==> config.mk <==
export PLATFORM = sky130hd
export DESIGN_NAME = ro_capture_sequencer
export DESIGN_NICKNAME = d
export VERILOG_FILES = /design/src/rtl/ro_pkg.sv /design/src/rtl/ro_window_timer.sv /design/src/rtl/ro_capture_sequencer.sv
export SDC_FILE = /design/constraint.sdc
export NUM_CORES = 1
export LEC_CHECK = 0
export ABC_AREA = 0
export BUFFER_PORTS_ARGS = -buffer_cell sky130_fd_sc_hd__buf_4
export CAP_MARGIN = 20
export CORE_MARGIN = 2
export CORE_UTILIZATION = 53
export CTS_CLUSTER_DIAMETER = 120
export DETAILED_ROUTE_END_ITERATION = 8
export PLACE_DENSITY = 0.77
export SKIP_CTS_REPAIR_TIMING = 1
export SYNTH_ARGS = -nofsm -noshare
export SYNTH_HDL_FRONTEND = slang
export SYNTH_HIERARCHICAL = 1
export SYNTH_SLANG_ARGS = --single-unit
==> constraint.sdc <==
create_clock -name clk -period 4.02 [get_ports clk]
set_clock_uncertainty 0.05 [all_clocks]
set_input_delay 0.804 -clock clk [delete_from_list [all_inputs] [get_ports clk]]
set_output_delay 0.804 -clock clk [all_outputs]
set_load 0.02 [all_outputs]
==> src/rtl/ro_pkg.sv <==
// Shared state encoding and default sample width for the RO capture sequencer.
// Latency: none (types and constants only).
// Backpressure: not applicable.
package ro_pkg;

    localparam int RO_SAMPLE_WIDTH = 32;

    typedef enum logic [2:0] {
        IDLE,
        START,
        WINDOW,
        EMIT,
        DRAIN,
        FINISH
    } ro_state_t;

endpackage

==> src/rtl/ro_window_timer.sv <==
// Loadable down-counter that times one sampling window; expire is high while the count reads 1.
// Latency: load takes effect on the next clk; expire is decoded straight from the count register.
// Backpressure: none; the counter only moves while en is high.
module ro_window_timer #(
    parameter int WIDTH = 16
) (
    input  logic             clk,
    input  logic             rst,
    input  logic             load,
    input  logic [WIDTH-1:0] load_val,
    input  logic             en,
    output logic             expire
);

    logic [WIDTH-1:0] count_q;
    logic [WIDTH-1:0] count_d;

    always_comb begin
        count_d = count_q;
        if (load) begin
            count_d = load_val;
        end else if (en && (count_q != '0)) begin
            count_d = count_q - WIDTH'(1);
        end
    end

    always_ff @(posedge clk or posedge rst) begin
        if (rst) begin
            count_q <= '0;
        end else begin
            count_q <= count_d;
        end
    end

    assign expire = (count_q == WIDTH'(1));

endmodule

==> src/rtl/ro_capture_sequencer.sv <==
// Starts the RSA victim once, then captures num_samples RO edge counts over collect_cycles-long windows.
// Latency: rsa_start one cycle after go; each sample registered on the last window cycle.
// Backpressure: EMIT holds sample_valid/sample_data until sample_ready; the next window waits for it.
module ro_capture_sequencer
    import ro_pkg::*;
#(
    parameter int SIZE_WIDTH   = 16,
    parameter int SAMPLE_WIDTH = RO_SAMPLE_WIDTH
) (
    input  logic                    clk,
    input  logic                    rst,
    input  logic                    go,
    input  logic [SIZE_WIDTH-1:0]   num_samples,
    input  logic [SIZE_WIDTH-1:0]   collect_cycles,
    input  logic [SAMPLE_WIDTH-1:0] ro_count,
    output logic                    rsa_start,
    output logic [SAMPLE_WIDTH-1:0] sample_data,
    output logic                    sample_valid,
    input  logic                    sample_ready,
    input  logic                    dma_done,
    output logic                    busy,
    output logic                    done
);

    ro_state_t               state_q, state_d;
    logic [SIZE_WIDTH-1:0]   ns_q, ns_d;
    logic [SIZE_WIDTH-1:0]   cc_q, cc_d;
    logic [SIZE_WIDTH:0]     cnt_q, cnt_d;
    logic [SAMPLE_WIDTH-1:0] base_q, base_d;
    logic [SAMPLE_WIDTH-1:0] sample_q, sample_d;
    logic                    done_q, done_d;

    logic                    tmr_load;
    logic                    tmr_en;
    logic                    tmr_expire;
    logic [SIZE_WIDTH-1:0]   win_len;

    // A zero window length still produces a one-cycle window.
    assign win_len = (cc_q == '0) ? SIZE_WIDTH'(1) : cc_q;

    ro_window_timer #(
        .WIDTH (SIZE_WIDTH)
    ) u_timer (
        .clk      (clk),
        .rst      (rst),
        .load     (tmr_load),
        .load_val (win_len),
        .en       (tmr_en),
        .expire   (tmr_expire)
    );

    always_comb begin
        state_d  = state_q;
        ns_d     = ns_q;
        cc_d     = cc_q;
        cnt_d    = cnt_q;
        base_d   = base_q;
        sample_d = sample_q;
        done_d   = done_q;
        tmr_load = 1'b0;
        tmr_en   = 1'b0;

        case (state_q)
            IDLE: begin
                if (go) begin
                    ns_d    = num_samples;
                    cc_d    = collect_cycles;
                    cnt_d   = '0;
                    done_d  = 1'b0;
                    state_d = (num_samples == '0) ? FINISH : START;
                end
            end
            START: begin
                base_d   = ro_count;
                tmr_load = 1'b1;
                state_d  = WINDOW;
            end
            WINDOW: begin
                tmr_en = 1'b1;
                if (tmr_expire) begin
                    // Modular subtraction absorbs a wrap of the free-running counter.
                    sample_d = ro_count - base_q;
                    state_d  = EMIT;
                end
            end
            EMIT: begin
                if (sample_ready) begin
                    cnt_d = cnt_q + (SIZE_WIDTH + 1)'(1);
                    if (cnt_d == {1'b0, ns_q}) begin
                        state_d = DRAIN;
                    end else begin
                        base_d   = ro_count;
                        tmr_load = 1'b1;
                        state_d  = WINDOW;
                    end
                end
            end
            DRAIN: begin
                if (dma_done) begin
                    state_d = FINISH;
                end
            end
            FINISH: begin
                done_d  = 1'b1;
                state_d = IDLE;
            end
            default: begin
                state_d = IDLE;
            end
        endcase
    end

    always_ff @(posedge clk or posedge rst) begin
        if (rst) begin
            state_q  <= IDLE;
            ns_q     <= '0;
            cc_q     <= '0;
            cnt_q    <= '0;
            base_q   <= '0;
            sample_q <= '0;
            done_q   <= 1'b0;
        end else begin
            state_q  <= state_d;
            ns_q     <= ns_d;
            cc_q     <= cc_d;
            cnt_q    <= cnt_d;
            base_q   <= base_d;
            sample_q <= sample_d;
            done_q   <= done_d;
        end
    end

    assign rsa_start    = (state_q == START);
    assign sample_valid = (state_q == EMIT);
    assign busy         = (state_q != IDLE);
    assign done         = done_q;
    assign sample_data  = sample_q;

endmodule

Word level (Yosys, flattened, before mapping)
Index checks and enable logic that the tools add are counted.
- register bits after elaboration: 133
- input bits: 69
- output and inout bits: 36
- word-level logic and storage cells: 61
- add/subtract/negate cells: 3
- equality and inequality tests: 12
- mux-type cells: 22
- reductions and logical operators: 16
- operator list (operator ; number):
    $mux W32 ; 2
    $pmux W32 S2 ; 1
    $mux W16 ; 3
    $mux W17 ; 2
    $pmux W17 S2 ; 1
    $logic_not A16 Y1 ; 2
    $sub A32 B32 Y32 ; 1
    $mux W3 ; 6
    $add A17 B1 Y17 const B ; 1
    $eq A17 B16 Y1 ; 1
    $eq A16 B1 Y1 const B ; 1
    $reduce_bool A16 Y1 ; 1
    $sub A16 B1 Y16 const B ; 1
    $pmux W3 S5 ; 1
    $ne A2 B2 Y1 const B ; 4
    $reduce_bool A2 Y1 ; 4
    $eq A3 B2 Y1 const B ; 2
    $eq A3 B3 Y1 const B ; 2
    $reduce_and A2 Y1 ; 3
    $reduce_and A3 Y1 ; 2
    $mux W1 ; 4
    $pmux W1 S2 ; 2
    $reduce_and A4 Y1 ; 1
    $eq A3 B1 Y1 const B ; 1
    4 further kinds ; 4

Logic depth before layout (Yosys ltp)
Gate-level depths: netlist (run 1).
- depth after elaboration: 6
- mapped depth: 13
- depth with buffers taken out: 11

Modules after synthesis
Netlist (run 1), hierarchy kept.
- modules (own cells, without submodules) (module ; instances ; cells an instance ; area an instance (um^2) ; sequential area each (um^2)):
    ro_capture_sequencer ; 1 ; 722 ; 7066.8 ; 2927.8
    ro_window_timer ; 1 ; 122 ; 1072.3 ; 400.4

Least setup slack after synthesis (run 1)
Ideal clock, no wire load.
- path type: register -> register
- start point: register cnt_q[0]
- end point: register u_timer.count_q[8]
- setup time: 116 ps
- arrival time: 3152 ps
- required time: 3854 ps
- slack: 703 ps
- cell stages (with the launch flop): 12
- path buffers: 1
- period minus slack after synthesis: 3317 ps
- path through: dfrtp_1 ha_1 xor3_1 a2111oi_2 o2111ai_1 a2111o_1 a2111o_1 a21oi_2 nor2_2 buf_6 or2_2 o311ai_0
- cells in the longest elaborated chain, start to end: 6
- elaborated cells on any way between the ends: 7
- those cells by class: 1 x add/sub; 1 x eq/ne; 4 x mux; 1 x reduce/logical
- RTL lines (item ; line ; source):
    start, declared ; ro_capture_sequencer.sv:28 ; logic [SIZE_WIDTH:0] cnt_q, cnt_d;
    start signal, assigned ; ro_capture_sequencer.sv:126 ; cnt_q <= cnt_d;
    $add A17 B1 Y17 (*) ; ro_capture_sequencer.sv:88 ; cnt_d = cnt_q + (SIZE_WIDTH + 1)'(1);
    $eq A17 B16 Y1 (*) ; ro_capture_sequencer.sv:89 ; if (cnt_d == {1'b0, ns_q}) begin
    $mux W1 (*) ; ro_capture_sequencer.sv:89 ;
    $mux W1 (*) ; ro_capture_sequencer.sv:87 ; if (sample_ready) begin
    $pmux W1 S2 (*) ; ro_capture_sequencer.sv:63 ; case (state_q)
    net tmr_load ; ro_capture_sequencer.sv:33 ; logic tmr_load;
    $mux W16 / $reduce_bool A2 Y1 (equally long branches) ; -- ;
    end signal, assigned ; ro_window_timer.sv:31 ; count_q <= count_d;
    end, declared ; ro_window_timer.sv:15 ; logic [WIDTH-1:0] count_q;
The timed path passes the listed nets; every way through them passes the cells marked *.
A chain may end at the register's enable or synchronous reset.

Final worst setup path (run 1)
- start point: register cnt_q[0]
- end point: register base_q[13]
- cells in the longest elaborated chain, start to end: 4
- RTL lines (item ; line ; source):
    $add A17 B1 Y17 ; ro_capture_sequencer.sv:88 ;
    $eq A17 B16 Y1 ; ro_capture_sequencer.sv:89 ;
    $ne A2 B2 Y1 (no line) ; -- ;
    $reduce_and A3 Y1 (no line) ; -- ;
    end signal, assigned ; ro_capture_sequencer.sv:127 ; base_q <= base_d;
    end, declared ; ro_capture_sequencer.sv:29 ; logic [SAMPLE_WIDTH-1:0] base_q, base_d;
No other way between the ends.

==> results.py, run 1 <==
metrics = {
    "clock_network": {
        "cts_tree": "done",
        "numCtsBuffers": 17,
        "path_clk_slew_ps": 60,
        "root_buffer": "clkbuf_16",
        "cts_max_level": 4,
        "clock_sink_count": 133,
        "clk_path_buf_depth": 2,
        "clkLatencyLatePin_ps": 420,
    },
    "placement": {
        "hpwl_mm": 13.2,
        "placed_area_mm2": 0.00904,
        "port_buffers": 104,
        "place_congestion": 0.863,
        "placed_cells": 1098,
    },
    "worst_setup_path": {
        "crit_top_cell": "a2111o_1",
        "start_kind": "register",
        "worstPathCellList": "ha_1 -> xor3_1 -> a2111oi_2 -> o2111ai_1 -> a2111o_1 -> a2111o_1 -> a21oi_2 -> nor2_4 -> buf_4 -> mux2_4",
        "required_ps": 4280,
        "cpPeakStageDelay_ps": 450,
        "worst_setup_path_end_kind": "register",
        "cp_top_family": "compound AO/OA/AOI/OAI gates",
        "crit_fanout": 33,
        "crit_type": "reg2reg",
        "crit_arrival_ps": 3900,
        "critical_path.slowest_cell": "dfrtp_1",
        "critPathBufInv": 1,
    },
    "final_layout": {
        "final_cells": 1130,
        "nFillCells": 1262,
        "diodes": 0,
        "final_cell_mix": "dfrtp_1 (133), buf_4 (115), nand2_1 (71)",
        "final_common_cell": "dfrtp_1",
        "seq_area_mm2": 0.00333,
        "design_area_mm2": 0.00964,
        "multi_input_area_mm2": 0.00440,
        "area_delta_synth_final_pct": 18.5,
        "nets": 1033,
        "drive_gt1_share_pct": 23.9,
    },
    "synthesis": {
        "ys.flop_type": "dfrtp_1",
        "seq_area_frac_synth_pct": 40.9,
        "syn_avg_cell_area_um2": 9.64,
        "synthArstFlopShare_pct": 100,
        "synth_area_mm2": 0.00814,
        "synth-seq-cells": 133,
        "synth-edff-count": 0,
        "synth_cell_types": 69,
        "syn_inst": 844,
        "synth_warnings": 6,
        "syn_nets": 948,
    },
    "detailed_routing": {
        "route.met3.wl_um": 942,
        "drt_iter0_markers": 647,
        "topRoutingLayerUsed": "met4",
        "antenna_left": 0,
        "wl_met1_mm": 8.53,
        "dr.pass1.iters": 5,
        "drc": 0,
        "post_drt_wl_per_cell_um": 16.4,
        "num_vias": 6537,
        "wl_met2_mm": 8.79,
        "wl_mm": 18.5,
        "post_drt_via_cell_ratio": 5.78,
    },
    "die": {
        "die_area_mm2": 0.0164,
        "die_y_um": 128,
        "rows": 45,
        "core_area_mm2": 0.0151,
        "ios": 105,
        "die_w_um": 128,
        "initial_core_util_pct": 53.9,
    },
    "power": {
        "p_int_mw": 3.62,
        "p_sw_share_pct": 35.4,
        "powerDensity_mw_per_mm2": 581,
        "power.switching_mw": 1.99,
        "pwr-share-seq_pct": 32.6,
        "ir_drop_uv": 359,
        "power_leakage_nw": 4.52,
        "pwr-share-comb_pct": 39.4,
        "pwr-share-clk_pct": 28.0,
    },
    "sta": {
        "hold_viol": 0,
        "tightest_slew_ps": 947,
        "slew_violations": 0,
        "fin_hold_ws_ps": 431,
        "setup_viol": 0,
        "fin_crit_ps": 3630,
        "tns_ps": 0,
        "fmax_mhz": 275,
        "slew-limit-headroom_pct": 36.7,
        "period_share_pct": 90.4,
        "rsz0062_at_grt": "false",
    },
    "grt": {
        "overflow": 0,
        "grt_max_degree": 58,
        "grt_pass1_wl_mm": 30.1,
        "first_global_vias": 6101,
        "antenna_found_initial": 0,
        "grt_usage_pct": 23.3,
    },
    "job": {
        "maxCapViolCount": 0,
    },
    "status": {
        "status": "complete, no violations",
    },
    "min_path": {
        "min_path_type": "reg2reg",
    },
}
==> flip-flops by register name, summed over array words and instances (netlist names) <==
register and flops:
cc_q 16, sample_data 32, done 1, ns_q 16, u_timer/count_q 16, cnt_q 17, base_q 32, state_q 3
==> power groups by stage <==
| stage | combinational [mW] | clock (mW) | sequential [mW] |
|---|---|---|---|
| 2_1_floorplan | 1.72 | 0 | 1.80 |
| 3_3_place_gp | 2.13 | 0 | 1.83 |
| 3_5_place_dp | 2.17 | 0 | 1.83 |
| 4_1_cts | 2.19 | 1.59 | 1.82 |
| 5_1_grt | 2.44 | 1.66 | 1.86 |
| 6_report | 2.21 | 1.57 | 1.83 |
==> cell families after synthesis <==
kind of cell / count (synthesis) / synth area share [%]
and+or+nand+nor: 264 / 16.7
AOI/OAI and AO/OA: 194 / 15.5
DFF: 133 / 40.9
buffers and inverters: 103 / 5.18
muxes: 68 / 10.6
xor gates and xnor gates: 47 / 5.58
adders and majority gates: 35 / 5.47
==> area by class of cell <==
| type | instances | share of cell area, % |
|---|---|---|
| multi-input combinational | 608 | 45.7 |
| sequential | 133 | 34.5 |
| timing repair buffer | 115 | 8.95 |
| clock buffer | 21 | 4.98 |
| tap | 188 | 2.44 |
| inverter | 54 | 2.13 |
| clock inverter | 11 | 1.30 |
==> path summary, 6_finish.rpt <==
check,startpoint,endpoint,slack (ps),cells after the start
worst max-delay path,cnt_q[0],base_q[13],390,10
worst min-delay path,sample_data[19],sample_data[19],430,2
worst max register to register,cnt_q[0],base_q[13],390,10
worst min register to register,sample_data[19],sample_data[19],430,2
max in group asynchronous,rst,cc_q[14],2670,3
min in group asynchronous,rst,cc_q[12],450,2
==> routing by layer <==
metal / track usage [%] / vias to the layer above
li1: - / 3201
met1: 31.5 / 3151
met2: 37.3 / 162
met3: 5.72 / 23
met4: 6.85 / 0
met5: 0 / -
==> per-stage QoR <==
| stage | setup WS, ps | util, % | total power, mW |
|---|---|---|---|
| after CTS | 363 | 63.9 | 5.60 |
| final | 385 | 63.9 | 5.60 |
| after floorplan | 65.2 | - | 3.51 |
| after detailed placement | 397 | 59.9 | 4.00 |
| after global routing | 83.7 | 63.9 | 5.96 |
| after global placement | 483 | 59.9 | 3.96 |
==> worst register-to-register path, delay by kind of cell, from the launching register on <==
| kind | cells | cell delay, ps |
|---|---|---|
| xor gates and xnor gates | 1 | 440 |
| and+or+nand+nor | 1 | 90 |
| AOI/OAI and AO/OA | 5 | 1490 |
| DFF | 1 | 450 |
| buffers and inverters | 1 | 330 |
| muxes | 1 | 390 |
| adders and majority gates | 1 | 270 |
==> synth_stat cells, types with 10 or more instances <==
master	number	area (um^2)
o21ai_0	63	315
and3_1	13	81.3
mux2_4	28	420
nor3_1	13	65.1
nor2_1	64	240
a21oi_1	33	165
mux2_2	34	383
nor4_1	12	75.1
inv_1	54	203
a31oi_1	13	81.3
xor2_1	19	166
o31ai_1	15	113
xnor2_1	25	219
nand2_1	72	270
or3_1	10	62.6
nand3_1	19	95.1
clkbuf_1	40	150
nand4_1	14	87.6
ha_1	34	425
dfrtp_1	133	3330
Power figures use the tool's default switching activity.
==> inputs of run 2 (changes only) <==
CORE_ASPECT_RATIO = 0.75   (was unset)
CORE_UTILIZATION = 30   (was 53)
PLACE_DENSITY = unset   (was 0.77)
==> run 2 against run 1 <==
Against the previous run: sequential share of layout area down 0.58 points; non-clock buffer count down 3; utilization down 27 points; maximum frequency up 1.7%; via count up 0.83%; count of clock-buffer cells in the layout down 1; global-route usage down 8.5 points; critical endpoint is now base_q[3].
==> results.py, run 2 (synthesis results as in run 1) <==
metrics = {
    "die": {
        "initial_core_util_pct": 30.4,
        "die_y_um": 147,
        "die_w_um": 194,
        "ios": 105,
        "die_area_mm2": 0.0285,
        "core_area_mm2": 0.0268,
        "rows": 52,
    },
    "grt": {
        "grt_pass1_wl_mm": 33.4,
        "first_global_vias": 6162,
        "grt_max_degree": 62,
        "antenna_found_initial": 0,
        "grt_usage_pct": 14.7,
        "overflow": 0,
    },
    "power": {
        "pwr-share-clk_pct": 26.9,
        "p_int_mw": 3.52,
        "power.switching_mw": 2.04,
        "powerDensity_mw_per_mm2": 568,
        "p_sw_share_pct": 36.7,
        "ir_drop_uv": 279,
        "pwr-share-comb_pct": 40.4,
        "pwr-share-seq_pct": 32.7,
        "power_leakage_nw": 4.50,
    },
    "worst_setup_path": {
        "critical_path.slowest_cell": "nor2_4",
        "critical_path.reg2reg.startpoint": "cnt_q[3]",
        "cp_top_family": "simple AND/OR/NAND/NOR gates",
        "crit_type": "reg2reg",
        "crit_arrival_ps": 3830,
        "cpPeakStageDelay_ps": 700,
        "worstPathCellList": "nand4_1 -> or4_1 -> xor2_1 -> nand3_1 -> a2111o_1 -> a21oi_2 -> nor2_4 -> buf_12 -> mux2_4",
        "start_kind": "register",
        "worst_setup_path_end_kind": "register",
        "critPathBufInv": 1,
        "crit_fanout": 28,
        "required_ps": 4270,
        "crit_path_start": "cnt_q[3]",
    },
    "detailed_routing": {
        "antenna_left": 0,
        "post_drt_via_cell_ratio": 5.11,
        "drc": 0,
        "dr.pass1.iters": 5,
        "wl_mm": 20.7,
        "post_drt_wl_per_cell_um": 16.0,
        "num_vias": 6591,
        "drt_iter0_markers": 426,
    },
    "clock_network": {
        "clkLatencyLatePin_ps": 420,
        "clock_sink_count": 133,
        "numCtsBuffers": 17,
        "cts_max_level": 4,
        "cts_tree": "done",
        "path_clk_slew_ps": 60,
        "clk_path_buf_depth": 2,
        "root_buffer": "clkbuf_16",
    },
    "sta": {
        "fin_crit_ps": 3570,
        "slew-limit-headroom_pct": 31.6,
        "hold_viol": 0,
        "period_share_pct": 88.9,
        "setup_viol": 0,
        "fmax_mhz": 280,
        "slew_violations": 0,
        "tns_ps": 0,
        "rsz0062_at_grt": "false",
        "tightest_slew_ps": 1000,
    },
    "min_path": {
        "min_path_type": "in2async",
    },
    "status": {
        "status": "complete, no violations",
    },
    "final_layout": {
        "final_cells": 1290,
        "nets": 1030,
        "final_cell_mix": "dfrtp_1 (133), buf_4 (110), nand2_1 (71)",
        "drive_gt1_share_pct": 23.5,
        "diodes": 0,
        "final_common_cell": "dfrtp_1",
        "area_delta_synth_final_pct": 20.5,
    },
    "job": {
        "maxCapViolCount": 0,
    },
    "placement": {
        "port_buffers": 104,
        "placed_cells": 1258,
        "place_congestion": 0.861,
        "hpwl_mm": 14.9,
    },
}
[run 2: changes by cell type in the layout (fill, tap and decap cells not counted), sizes merged]
cell,previous run,this run
buf,115,112
clkinv,4,7
bufinv,2,1
clkbuf,21,20
clkinvlp,5,4
[run 2: through the flow]
| step | power (mW) | setup WS (ps) | hold WS [ps] | area, um^2 | util [%] |
|---|---|---|---|---|---|
| 2_1_floorplan | 3.51 | 65.2 | 431 | 8140 | - |
| 3_3_place_gp | 4.04 | 312 | 417 | 9240 | 34.5 |
| 3_5_place_dp | 4.06 | 256 | 424 | 9240 | 34.5 |
| 4_1_cts | 5.61 | 419 | 221 | 9810 | 36.6 |
| 5_1_grt | 5.98 | 181 | 226 | 9810 | 36.6 |
| 6_report | 5.57 | 446 | 243 | 9810 | 36.6 |
[run 2: final timing paths]
kind,end,slack [ps],depth (start not counted)
setup / recovery,base_q[3],450,9
max in group asynchronous,ns_q[4],2860,3
min in group clk,sample_data[16],430,2
setup reg to reg,base_q[3],450,9
hold reg to reg,sample_data[16],430,2
hold / removal,cc_q[15],240,2
[run 2: per-layer routing]
metal  vias to the layer above  share of wire, %  GRT usage [%]  wire [um]
met2                       164                42           21.1       8670
li1                       3191                 -              -          -
met4                         0               1.1           3.98        219
met3                        14               5.8           4.11       1200
met1                      3222                51           21.6      10600
met5                         -                 0              0          0
[run 2: cell type report]
class                      count  area (um^2)
clock inverter                12          106
clock buffer                  20          457
inverter                      54          205
sequential                   133         3330
timing repair buffer         112          866
multi-input combinational    608         4400
fill                        2714        17000
tap                          351          439
[run 2: power groups by stage]
stage / clock network, mW / logic (mW) / registers [mW]
2_1_floorplan: 0 / 1.72 / 1.80
3_3_place_gp: 0 / 2.20 / 1.83
3_5_place_dp: 0 / 2.23 / 1.83
4_1_cts: 1.55 / 2.24 / 1.82
5_1_grt: 1.61 / 2.52 / 1.86
6_report: 1.50 / 2.25 / 1.82
==> inputs of run 3 (changes only) <==
clock period = 3.7 ns   (was 4.02 ns; I/O delays follow)
==> run 3 against run 2 <==
Against the previous run: die area unchanged; critical path depth up 1; wire length up 2.5%; combinational power up 8%; global-route usage up 0.20 points; maximum frequency up 5.1%; register-to-register slack worse by 150 ps; hold slack better by 160 ps; final area up 1.1%; via count down 1.1%; utilization up 0.41 points; setup slack worse by 150 ps.
==> results.py, run 3 (synthesis results as in run 1) <==
metrics = {
    "status": {
        "status": "complete, no violations",
    },
    "final_layout": {
        "nFillCells": 2678,
        "diodes": 0,
        "nets": 1036,
        "drive_gt1_share_pct": 24.1,
        "final_common_cell": "dfrtp_1",
        "area_delta_synth_final_pct": 21.8,
        "multi_input_area_mm2": 0.00441,
        "final_cell_mix": "dfrtp_1 (133), buf_4 (115), nand2_1 (71)",
        "seq_area_mm2": 0.00333,
    },
    "worst_setup_path": {
        "worst_setup_path_end_kind": "register",
        "start_kind": "register",
        "required_ps": 3960,
        "crit_top_cell": "a2111o_1",
        "regToRegSetupSlack_ps": 300,
        "cpPeakStageDelay_ps": 440,
        "crit_type": "reg2reg",
        "critical_path.reg2reg.startpoint": "cnt_q[0]",
        "r2r_end": "u_timer/count_q[8]",
        "critical_path.slowest_cell": "xor3_1",
        "worstPathCellList": "ha_2 -> xor3_1 -> a2111oi_2 -> o2111ai_1 -> a2111o_1 -> a2111o_1 -> a21oi_2 -> nor2_4 -> or2_2 -> o311ai_0",
        "crit_arrival_ps": 3660,
        "crit_fanout": 6,
        "worst_r2r_path_depth": 10,
    },
    "detailed_routing": {
        "antenna_left": 0,
        "drt_iter0_markers": 387,
        "post_drt_wl_per_cell_um": 16.4,
        "dr.pass1.iters": 5,
        "wl_mm": 21.2,
        "num_vias": 6519,
        "drc": 0,
        "post_drt_via_cell_ratio": 5.04,
    },
    "power": {
        "pwr-share-clk_pct": 29.0,
        "ir_drop_uv": 314,
        "powerDensity_mw_per_mm2": 630,
        "p_int_mw": 4.02,
        "pwr-share-seq_pct": 31.8,
        "power_leakage_nw": 4.56,
        "p_sw_share_pct": 35.7,
        "power.switching_mw": 2.23,
        "pwr-share-comb_pct": 39.2,
    },
    "die": {
        "die_area_mm2": 0.0285,
        "rows": 52,
        "core_area_mm2": 0.0268,
        "die_w_um": 194,
        "die_y_um": 147,
        "initial_core_util_pct": 30.4,
        "ios": 105,
    },
    "sta": {
        "finalWorstSetupSlack_ps": 300,
        "period_share_pct": 91.9,
        "setup_viol": 0,
        "fmax_mhz": 294,
        "slew_violations": 0,
        "fin_crit_ps": 3400,
        "hold_viol": 0,
        "slew-limit-headroom_pct": 38.9,
        "fin_hold_ws_ps": 403,
        "tightest_slew_ps": 914,
    },
    "clock_network": {
        "clock_sink_count": 133,
        "cts_max_level": 4,
        "clk_path_buf_depth": 2,
        "path_clk_slew_ps": 60,
        "root_buffer": "clkbuf_16",
        "cts_tree": "done",
        "numCtsBuffers": 17,
        "clkLatencyLatePin_ps": 430,
    },
    "grt": {
        "grt_max_degree": 54,
        "grt_pass1_wl_mm": 33.7,
        "first_global_vias": 6221,
        "antenna_found_initial": 0,
        "overflow": 0,
        "grt_usage_pct": 14.9,
    },
    "min_path": {
        "min_path_type": "in2async",
    },
    "placement": {
        "port_buffers": 104,
        "pre_cts_ws_ps": 170,
        "place_congestion": 0.845,
        "hpwl_mm": 15.5,
    },
    "job": {
        "maxCapViolCount": 0,
    },
}
-- run 3: worst max-delay path by stage --
stage | from | end | cells after the start | slack, ps
4_1_cts | cnt_q[0] | u_timer/count_q[6] | 11 | 160
3_3_place_gp | ro_count[0] | sample_data[18] | 12 | 270
2_1_floorplan | cnt_q[0] | u_timer/count_q[8] | 11 | 380
6_report | cnt_q[0] | u_timer/count_q[8] | 10 | 300
3_5_place_dp | cnt_q[0] | u_timer/count_q[6] | 11 | 170
5_1_grt | cnt_q[0] | u_timer/count_q[8] | 10 | -2
-- run 3: layer usage --
metal  vias up  GRT usage [%]  share of wire (%)
met3        27           3.07                4.2
met2       140           21.3                 42
li1       3205              -                  -
met1      3147           22.2                 52
met4         0           5.38                1.7
met5         -              0                  0
-- run 3: critical path, delay by kind of cell, from the launching register on --
| family | cells | cell delay [ps] |
|---|---|---|
| AOI/OAI and AO/OA | 6 | 1760 |
| adders and majority gates | 1 | 260 |
| DFF | 1 | 420 |
| and+or+nand+nor | 2 | 360 |
| xor gates and xnor gates | 1 | 440 |
-- run 3: area by class of cell --
| class | count | area share, % |
|---|---|---|
| multi-input combinational | 608 | 44.4 |
| sequential | 133 | 33.6 |
| timing repair buffer | 118 | 9.23 |
| clock buffer | 18 | 4.43 |
| tap | 351 | 4.43 |
| inverter | 54 | 2.08 |
| clock inverter | 12 | 1.82 |
-- run 3: per-stage QoR --
step	cell area (um^2)	std cells	power, mW	TNS, ps	utilization, %
after floorplan	8140	844	3.82	0	-
after global placement	9290	1264	4.38	0	34.7
after detailed placement	9290	1264	4.41	0	34.7
after CTS	9910	1294	6.27	0	37.0
after global routing	9910	1294	6.67	-1.81	37.0
final	9910	1294	6.24	0	37.0
-- run 3: power by group through the flow --
stage          clock (mW)  combinational (mW)  sequential [mW]
2_1_floorplan           0                1.87             1.95
5_1_grt              1.92                2.72             2.03
6_report             1.81                2.44             1.99
3_3_place_gp            0                2.38             2.00
4_1_cts              1.86                2.43             1.98
3_5_place_dp            0                2.42             1.99
